File: src/rtl/sram_mem_controller_if.sv
// MEM-stage request/response and 16-bit SRAM pad signals for sram_mem_controller.
interface sram_mem_controller_if #(
    parameter int unsigned SRAM_AW = 18
) ();
    logic               rd_en;
    logic               wr_en;
    logic [31:0]        address;
    logic [31:0]        write_data;
    logic [31:0]        read_data;
    logic               ready;
    logic [SRAM_AW-1:0] sram_addr;
    logic [15:0]        sram_dq_out;
    logic               sram_dq_oe;
    logic [15:0]        sram_dq_in;
    logic               sram_we_n;

    // Pipeline/pad side: issues requests and returns pad read data.
    modport master (
        output rd_en, wr_en, address, write_data, sram_dq_in,
        input  read_data, ready, sram_addr, sram_dq_out, sram_dq_oe, sram_we_n
    );

    // Controller side.
    modport slave (
        input  rd_en, wr_en, address, write_data, sram_dq_in,
        output read_data, ready, sram_addr, sram_dq_out, sram_dq_oe, sram_we_n
    );
endinterface

File: src/rtl/sram_mem_controller.sv
// Sequences one 32-bit MEM-stage load/store as two halfword phases on a 16-bit SRAM,
// holding ready low (pipeline freeze) while the access is in flight.
module sram_mem_controller #(
    parameter int unsigned BASE_ADDR    = 1024,
    parameter int unsigned PHASE_CYCLES = 2,
    parameter int unsigned SRAM_AW      = 18
) (
    input  logic                  clk,
    input  logic                  rst,
    sram_mem_controller_if.slave  bus
);
    typedef enum logic [1:0] {StIdle, StLow, StHigh, StDone} state_e;

    state_e             state_q, state_d;
    logic [3:0]         cnt_q, cnt_d;
    logic               op_wr_q, op_wr_d;
    logic [SRAM_AW-2:0] widx_q, widx_d;
    logic [31:0]        wdata_q, wdata_d;
    logic [15:0]        stage_lo_q;
    logic [31:0]        read_data_q;

    logic               request;
    logic               last_cycle;
    logic [31:0]        offset;
    logic [SRAM_AW-2:0] req_widx;
    logic               unused_offset;

    assign request    = bus.rd_en | bus.wr_en;
    assign last_cycle = (cnt_q == 4'(PHASE_CYCLES - 1));

    // Word index wraps modulo the SRAM size; out-of-range addresses are not flagged.
    assign offset        = bus.address - 32'(BASE_ADDR);
    assign req_widx      = offset[SRAM_AW:2];
    assign unused_offset = ^{offset[31:SRAM_AW+1], offset[1:0]};

    // State, phase counter and latched request.
    always_ff @(posedge clk or negedge rst) begin
        if (!rst) begin
            state_q <= StIdle;
            cnt_q   <= '0;
            op_wr_q <= 1'b0;
            widx_q  <= '0;
            wdata_q <= '0;
        end else begin
            state_q <= state_d;
            cnt_q   <= cnt_d;
            op_wr_q <= op_wr_d;
            widx_q  <= widx_d;
            wdata_q <= wdata_d;
        end
    end

    // Next-state logic; both enables together count as a write.
    always_comb begin
        state_d = state_q;
        cnt_d   = cnt_q;
        op_wr_d = op_wr_q;
        widx_d  = widx_q;
        wdata_d = wdata_q;
        unique case (state_q)
            StIdle: begin
                cnt_d = '0;
                if (request) begin
                    op_wr_d = bus.wr_en;
                    widx_d  = req_widx;
                    wdata_d = bus.write_data;
                    state_d = StLow;
                end
            end
            StLow: begin
                if (last_cycle) begin
                    state_d = StHigh;
                    cnt_d   = '0;
                end else begin
                    cnt_d = cnt_q + 4'd1;
                end
            end
            StHigh: begin
                if (last_cycle) begin
                    state_d = StDone;
                    cnt_d   = '0;
                end else begin
                    cnt_d = cnt_q + 4'd1;
                end
            end
            StDone: begin
                state_d = StIdle;
                cnt_d   = '0;
            end
            default: state_d = StIdle;
        endcase
    end

    // Load capture: low half staged at end of LOW, full word published at end of HIGH
    // so it is visible throughout DONE and held until the next load completes.
    always_ff @(posedge clk or negedge rst) begin
        if (!rst) begin
            stage_lo_q  <= '0;
            read_data_q <= '0;
        end else if (!op_wr_q && last_cycle) begin
            if (state_q == StLow) begin
                stage_lo_q <= bus.sram_dq_in;
            end else if (state_q == StHigh) begin
                read_data_q <= {bus.sram_dq_in, stage_lo_q};
            end
        end
    end

    // Pad and handshake outputs decoded from registered state; only ready sees the request.
    always_comb begin
        bus.ready       = 1'b1;
        bus.sram_addr   = '0;
        bus.sram_dq_out = '0;
        bus.sram_dq_oe  = 1'b0;
        bus.sram_we_n   = 1'b1;
        unique case (state_q)
            StIdle: bus.ready = ~request;
            StLow: begin
                bus.ready       = 1'b0;
                bus.sram_addr   = {widx_q, 1'b0};
                bus.sram_dq_oe  = op_wr_q;
                bus.sram_dq_out = op_wr_q ? wdata_q[15:0] : 16'h0;
                // Release we_n one cycle early so addr/data are stable at its rising edge.
                bus.sram_we_n   = ~(op_wr_q & ~last_cycle);
            end
            StHigh: begin
                bus.ready       = 1'b0;
                bus.sram_addr   = {widx_q, 1'b1};
                bus.sram_dq_oe  = op_wr_q;
                bus.sram_dq_out = op_wr_q ? wdata_q[31:16] : 16'h0;
                bus.sram_we_n   = ~(op_wr_q & ~last_cycle);
            end
            StDone: bus.ready = 1'b1;
            default: bus.ready = 1'b1;
        endcase
        if (!rst) begin
            bus.ready = 1'b1;
        end
    end

    assign bus.read_data = read_data_q;
endmodule

File: src/flat_wrapper.sv
// flat-port wrapper written by rule: the top's interface ports become plain ports
module sram_mem_controller_flat 
#(
    parameter int unsigned BASE_ADDR    = 1024,
    parameter int unsigned PHASE_CYCLES = 2,
    parameter int unsigned SRAM_AW      = 18
)
  (clk, rst, bus_rd_en, bus_wr_en, bus_address, bus_write_data, bus_sram_dq_in, bus_read_data, bus_ready, bus_sram_addr, bus_sram_dq_out, bus_sram_dq_oe, bus_sram_we_n);
  sram_mem_controller_if #(.SRAM_AW(SRAM_AW)) bus_i ();
  input  logic clk;
  input  logic rst;
  input wire logic [$bits(bus_i.rd_en)-1:0] bus_rd_en;
  input wire logic [$bits(bus_i.wr_en)-1:0] bus_wr_en;
  input wire logic [$bits(bus_i.address)-1:0] bus_address;
  input wire logic [$bits(bus_i.write_data)-1:0] bus_write_data;
  input wire logic [$bits(bus_i.sram_dq_in)-1:0] bus_sram_dq_in;
  output wire logic [$bits(bus_i.read_data)-1:0] bus_read_data;
  output wire logic [$bits(bus_i.ready)-1:0] bus_ready;
  output wire logic [$bits(bus_i.sram_addr)-1:0] bus_sram_addr;
  output wire logic [$bits(bus_i.sram_dq_out)-1:0] bus_sram_dq_out;
  output wire logic [$bits(bus_i.sram_dq_oe)-1:0] bus_sram_dq_oe;
  output wire logic [$bits(bus_i.sram_we_n)-1:0] bus_sram_we_n;
  assign bus_i.rd_en = bus_rd_en;
  assign bus_i.wr_en = bus_wr_en;
  assign bus_i.address = bus_address;
  assign bus_i.write_data = bus_write_data;
  assign bus_i.sram_dq_in = bus_sram_dq_in;
  assign bus_read_data = bus_i.read_data;
  assign bus_ready = bus_i.ready;
  assign bus_sram_addr = bus_i.sram_addr;
  assign bus_sram_dq_out = bus_i.sram_dq_out;
  assign bus_sram_dq_oe = bus_i.sram_dq_oe;
  assign bus_sram_we_n = bus_i.sram_we_n;
  sram_mem_controller #(.BASE_ADDR(BASE_ADDR), .PHASE_CYCLES(PHASE_CYCLES), .SRAM_AW(SRAM_AW)) u_core (.clk(clk), .rst(rst), .bus(bus_i));
endmodule
File: config.mk
export PLATFORM = sky130hd
export DESIGN_NAME = sram_mem_controller_flat
export DESIGN_NICKNAME = d
export VERILOG_FILES = /design/src/rtl/sram_mem_controller_if.sv /design/src/rtl/sram_mem_controller.sv /design/src/flat_wrapper.sv
export SDC_FILE = /design/constraint.sdc
export NUM_CORES = 1
export LEC_CHECK = 0
export BUFFER_PORTS_ARGS = -buffer_cell sky130_fd_sc_hd__buf_2
export CORE_AREA = 2 2 126 128
export CTS_BUF_LIST = sky130_fd_sc_hd__clkbuf_2 sky130_fd_sc_hd__clkbuf_4 sky130_fd_sc_hd__clkbuf_8
export CTS_CLUSTER_SIZE = 10
export DETAILED_ROUTE_END_ITERATION = 10
export DIE_AREA = 0 0 128 130
export HOLD_SLACK_MARGIN = 0.15
export PLACE_DENSITY = 0.55
export SYNTH_ARGS = -nofsm -noshare
export SYNTH_HDL_FRONTEND = slang
export SYNTH_SLANG_ARGS = --single-unit
export TNS_END_PERCENT = 100
File: constraint.sdc
create_clock -name clk -period 2.1 [get_ports clk]
set_clock_uncertainty 0.15 [all_clocks]
set_input_delay 0.21 -clock clk [delete_from_list [all_inputs] [get_ports clk]]
set_output_delay 0.21 -clock clk [all_outputs]
set_load 0.02 [all_outputs]
==> results by group <==
Outcome
  – Status: completed

STA
  – Final number of setup-violating endpoints: 0
  – Total Negative Setup Slacks: 0 ps
  – Shortest period the worst path allows: 2090 ps
  – Slew of the pin with the lowest slew margin: 937 ps
  – Worst-case headroom to the max-slew limit: 37.3%
  – Count of final hold-check violations: 0
  – Unrepaired setup endpoints after global routing: yes
  – Part of the cycle the worst path needs: 99.7%
  – Peak Freq: approximately 480 MHz
  – Slew Viols, Final: 0

Floorplan
  – Die Span X: 128 um
  – Ports placed on the boundary: 153
  – Floorplan Core Area: 15400 um2
  – Die height: 130 um
  – Die ar.: around 17000 um2
  – Initial Util: 29.0%
  – Number of cell rows: 46

Power
  – Power per cell area: 1460 nW/um2
  – Leakage: 3.25 nW
  – Peak supply drop: 0.566 mV

Clock network
  – Clk sinks: approximately 100
  – Clock input transition at the sequential cells of the worst setup and hold paths: 100 ps
  – Maximum number of buffers from clock root to sink: 2
  – CTS Buf Count: 9
  – Clock latency of the later-clocked register in the worst-skew pair: 370 ps
  – Root cell of the clock tree: clkbuf_8
  – Total number of H-tree levels: 3
  – CTS tree: built

Setup path
  – Data required time at the worst endpoint: 1740 ps
  – Library cell appearing most often on the critical path: buf_6
  – WP data arrival: 1730 ps
  – Crit path max-delay cell type: dfrtp_1
  – Worst Setup Path Type: reg -> out
  – CP peak stage delay: 390 ps
  – Top Family by Delay on Critical Path: flip-flops
  – Cells traversed along the worst timing path: inv_2 -> ha_4 -> nor2b_4 -> buf_6 -> and2_4 -> buf_6
  – Buffers and inverters on the worst path: 3
  – Worst-path fanout max: 6
  – Endpoint kind of the worst setup timing path: output port
  – Kind of start point of the critical path: flop

Global route
  – Remaining global-route overflow: 0
  – Number of antenna violations at the first check in global routing: 0
  – Met3 track utilization from global routing: 2.79%
  – Global-route wire length before repair: 18900 um
  – Maximum number of pins on one net before global-route repair: 84
  – Via count of the first global-routing pass: 3810
  – Most Crowded Layer GR: met2
  – Met1 Use GR: 19.0%
  – Global router's overall resource usage: 14.5%
  – Met2 demand-to-capacity share in global routing: a little under a quarter

Synthesis
  – Largest area contributor in the netlist: dfrtp_1
  – Portion of synthesized cell area occupied by the leading cell type: between 50% and 60%
  – Post-synthesis cell count: 419
  – Main flop type after synthesis: dfrtp_1
  – Area fraction in and, or, nand and nor cells after synthesis: 18.3%
  – Post-Syn Area: 4480 um2
  – Synth unique cells: 30
  – Fraction of registers with async set or reset after synthesis: 100%
  – Largest family of logic cells by synthesized area: simple AND/OR/NAND/NOR gates
  – Sequential-to-total area share from yosys stat: 58.1%
  – Total nets after synthesis: 512
  – Average cell area after synthesis: 10.7 um2
  – Number of flip-flops and latches in the synthesized netlist: 104
  – Area fraction in compound gates after synthesis: 5.59%
  – Arithmetic-cell share of the synthesized area counting full adders, half adders and majority gates: 2.52%
  – Number of enable-type register cells in the synthesized netlist: 0
  – Mux share of post-synthesis cell area: 12.3%
  – Yosys warning total: 0
  – Ranking of synthesized cells by area: dfrtp_1, mux2_2, nand2_1
  – Area share of xor/xnor cells in the synthesized design: 0.783%

Detailed routing
  – Final WL: about 12000 um
  – DRC violation total after the first TritonRoute iteration: approximately 110
  – # DRC: 0
  – Residual antenna-violating net count after detailed routing: 0
  – Routed length per instance: 13.9 um
  – Via-per-instance ratio: 4.55
  – Length of the first detailed-routing pass in iterations: 6
  – Via count: about 3800

Job
  – Number of max-cap violations: 0

Final layout
  – Number of fill cells in the layout: ~1500
  – Layout Cells excl Fill: 829
  – Area added between synthesis and finish: 51.4%
  – Commonest cells after routing, fill and taps aside: nand2_1, buf_2, dfrtp_1
  – Commonest non-fill, non-tap cell in the layout: nand2_1
  – Nets: between 700 and 800
  – Seq. cell area: 2600 um2
  – Antenna cells: 0
  – Fraction of final layout cells with drive strength greater than 1: 41.3%
  – Combined area of the multi-input logic cells: 1970 um2

Hold path
  – Tightest Hold Check Type: in -> reg

Placement
  – Gpl congestion: 0.763
  – Dpl cells: 738
  – HPWL after detailed placement: between 7000 and 8000 um
  – Port Buffer Count: 137
-- power breakdown --
part | leakage [nW] | switching (mW) | total (mW) | internal (mW)
Combinational | 1.91 | 2.72 | 5.11 | 2.39
Clock | 0.0955 | 0.694 | 1.25 | 0.559
Sequential | 1.25 | 0.539 | 3.53 | 2.99
Total | 3.25 | 3.95 | 9.89 | 5.94
-- cell usage after synthesis (2+ instances only) --
cell type and count:
nand3_1 2, ha_1 9, xnor2_1 4, nand2_1 131
or4_1 2, inv_1 6, o31ai_1 3, clkbuf_1 12
buf_2 5, o21ai_0 8, a22oi_1 17, dfrtp_1 104
or3_1 3, nor2_1 26, buf_1 3, mux2_2 49
and2_1 18, a31oi_1 5
-- timing repair --
action / 4_1_cts / 5_1_grt
gates resized for setup: 71 / 38
setup endpoints to repair: 35 / 34
pin swaps: 15 / 3
gates cloned: 1 / 0
hold endpoints to repair: 186 / 0
setup buffers: 5 / 0
hold buffers: 69 / 0
-- cell type report --
| class | instances | area share [%] |
|---|---|---|
| clock buffer | 10 | 1.94 |
| timing repair buffer | 222 | 25.9 |
| tap | 192 | 3.54 |
| clock inverter | 6 | 0.886 |
| sequential | 104 | 38.4 |
| multi-input combinational | 289 | 29.0 |
| inverter | 6 | 0.332 |
-- cells by family after synthesis --
kind of cell	count (synthesis)
buffers and inverters	26
muxes	49
DFF	104
AOI/OAI and AO/OA	37
adders and majority gates	9
and+or+nand+nor	190
xor gates and xnor gates	4
-- metal layers --
layer  up-vias  wire, um
li1       1809         -
met1      1833      5270
met2       116      5530
met3        13       525
met4         2       189
met5         -        50
-- worst min-delay path, stage by stage --
cell and delay (ps):
buf_2 140, o21ai_4 70, buf_12 170, nand2_1 90, nand2_1 40
-- final timing paths --
kind / from / endpoint / slack [ps] / depth (start not counted)
worst min-delay path: bus_rd_en / u_core.widx_q[4] / 240 / 5
min in group asynchronous: rst / u_core.bus.read_data[5] / 270 / 3
worst max register to register: u_core.state_q[0] / u_core.widx_q[13] / 240 / 7
max in group asynchronous: rst / u_core.bus.read_data[11] / 260 / 3
worst max-delay path: u_core.state_q[0] / bus_sram_addr[10] / 7 / 6
worst min register to register: u_core.wdata_q[27] / u_core.wdata_q[27] / 330 / 2
-- sequential cells by signal (all words and copies together) (netlist names) --
| name | flops |
|---|---|
| u_core.bus.read_data | 32 |
| u_core.wdata_q | 32 |
| u_core.widx_q | 17 |
| u_core.stage_lo_q | 16 |
| u_core.cnt_q | 4 |
| u_core.state_q | 2 |
| u_core.op_wr_q | 1 |
-- per-stage QoR --
| step | instance area [um2] | hold slack (ps) | total power, mW | setup slack, ps | utilization [%] |
|---|---|---|---|---|---|
| floorplan | 4480 | -236 | 6.14 | 44.6 | - |
| global placement | 5470 | -26.8 | 7.49 | 163 | 35.5 |
| detailed placement | 5470 | -23.2 | 7.62 | 104 | 35.5 |
| CTS | 6630 | 207 | 9.70 | -30.7 | 43.0 |
| global route | 6780 | 243 | 10.7 | -110 | 43.9 |
| finish | 6780 | 241 | 9.89 | 6.68 | 43.9 |
Power figures use the tool's default switching activity.
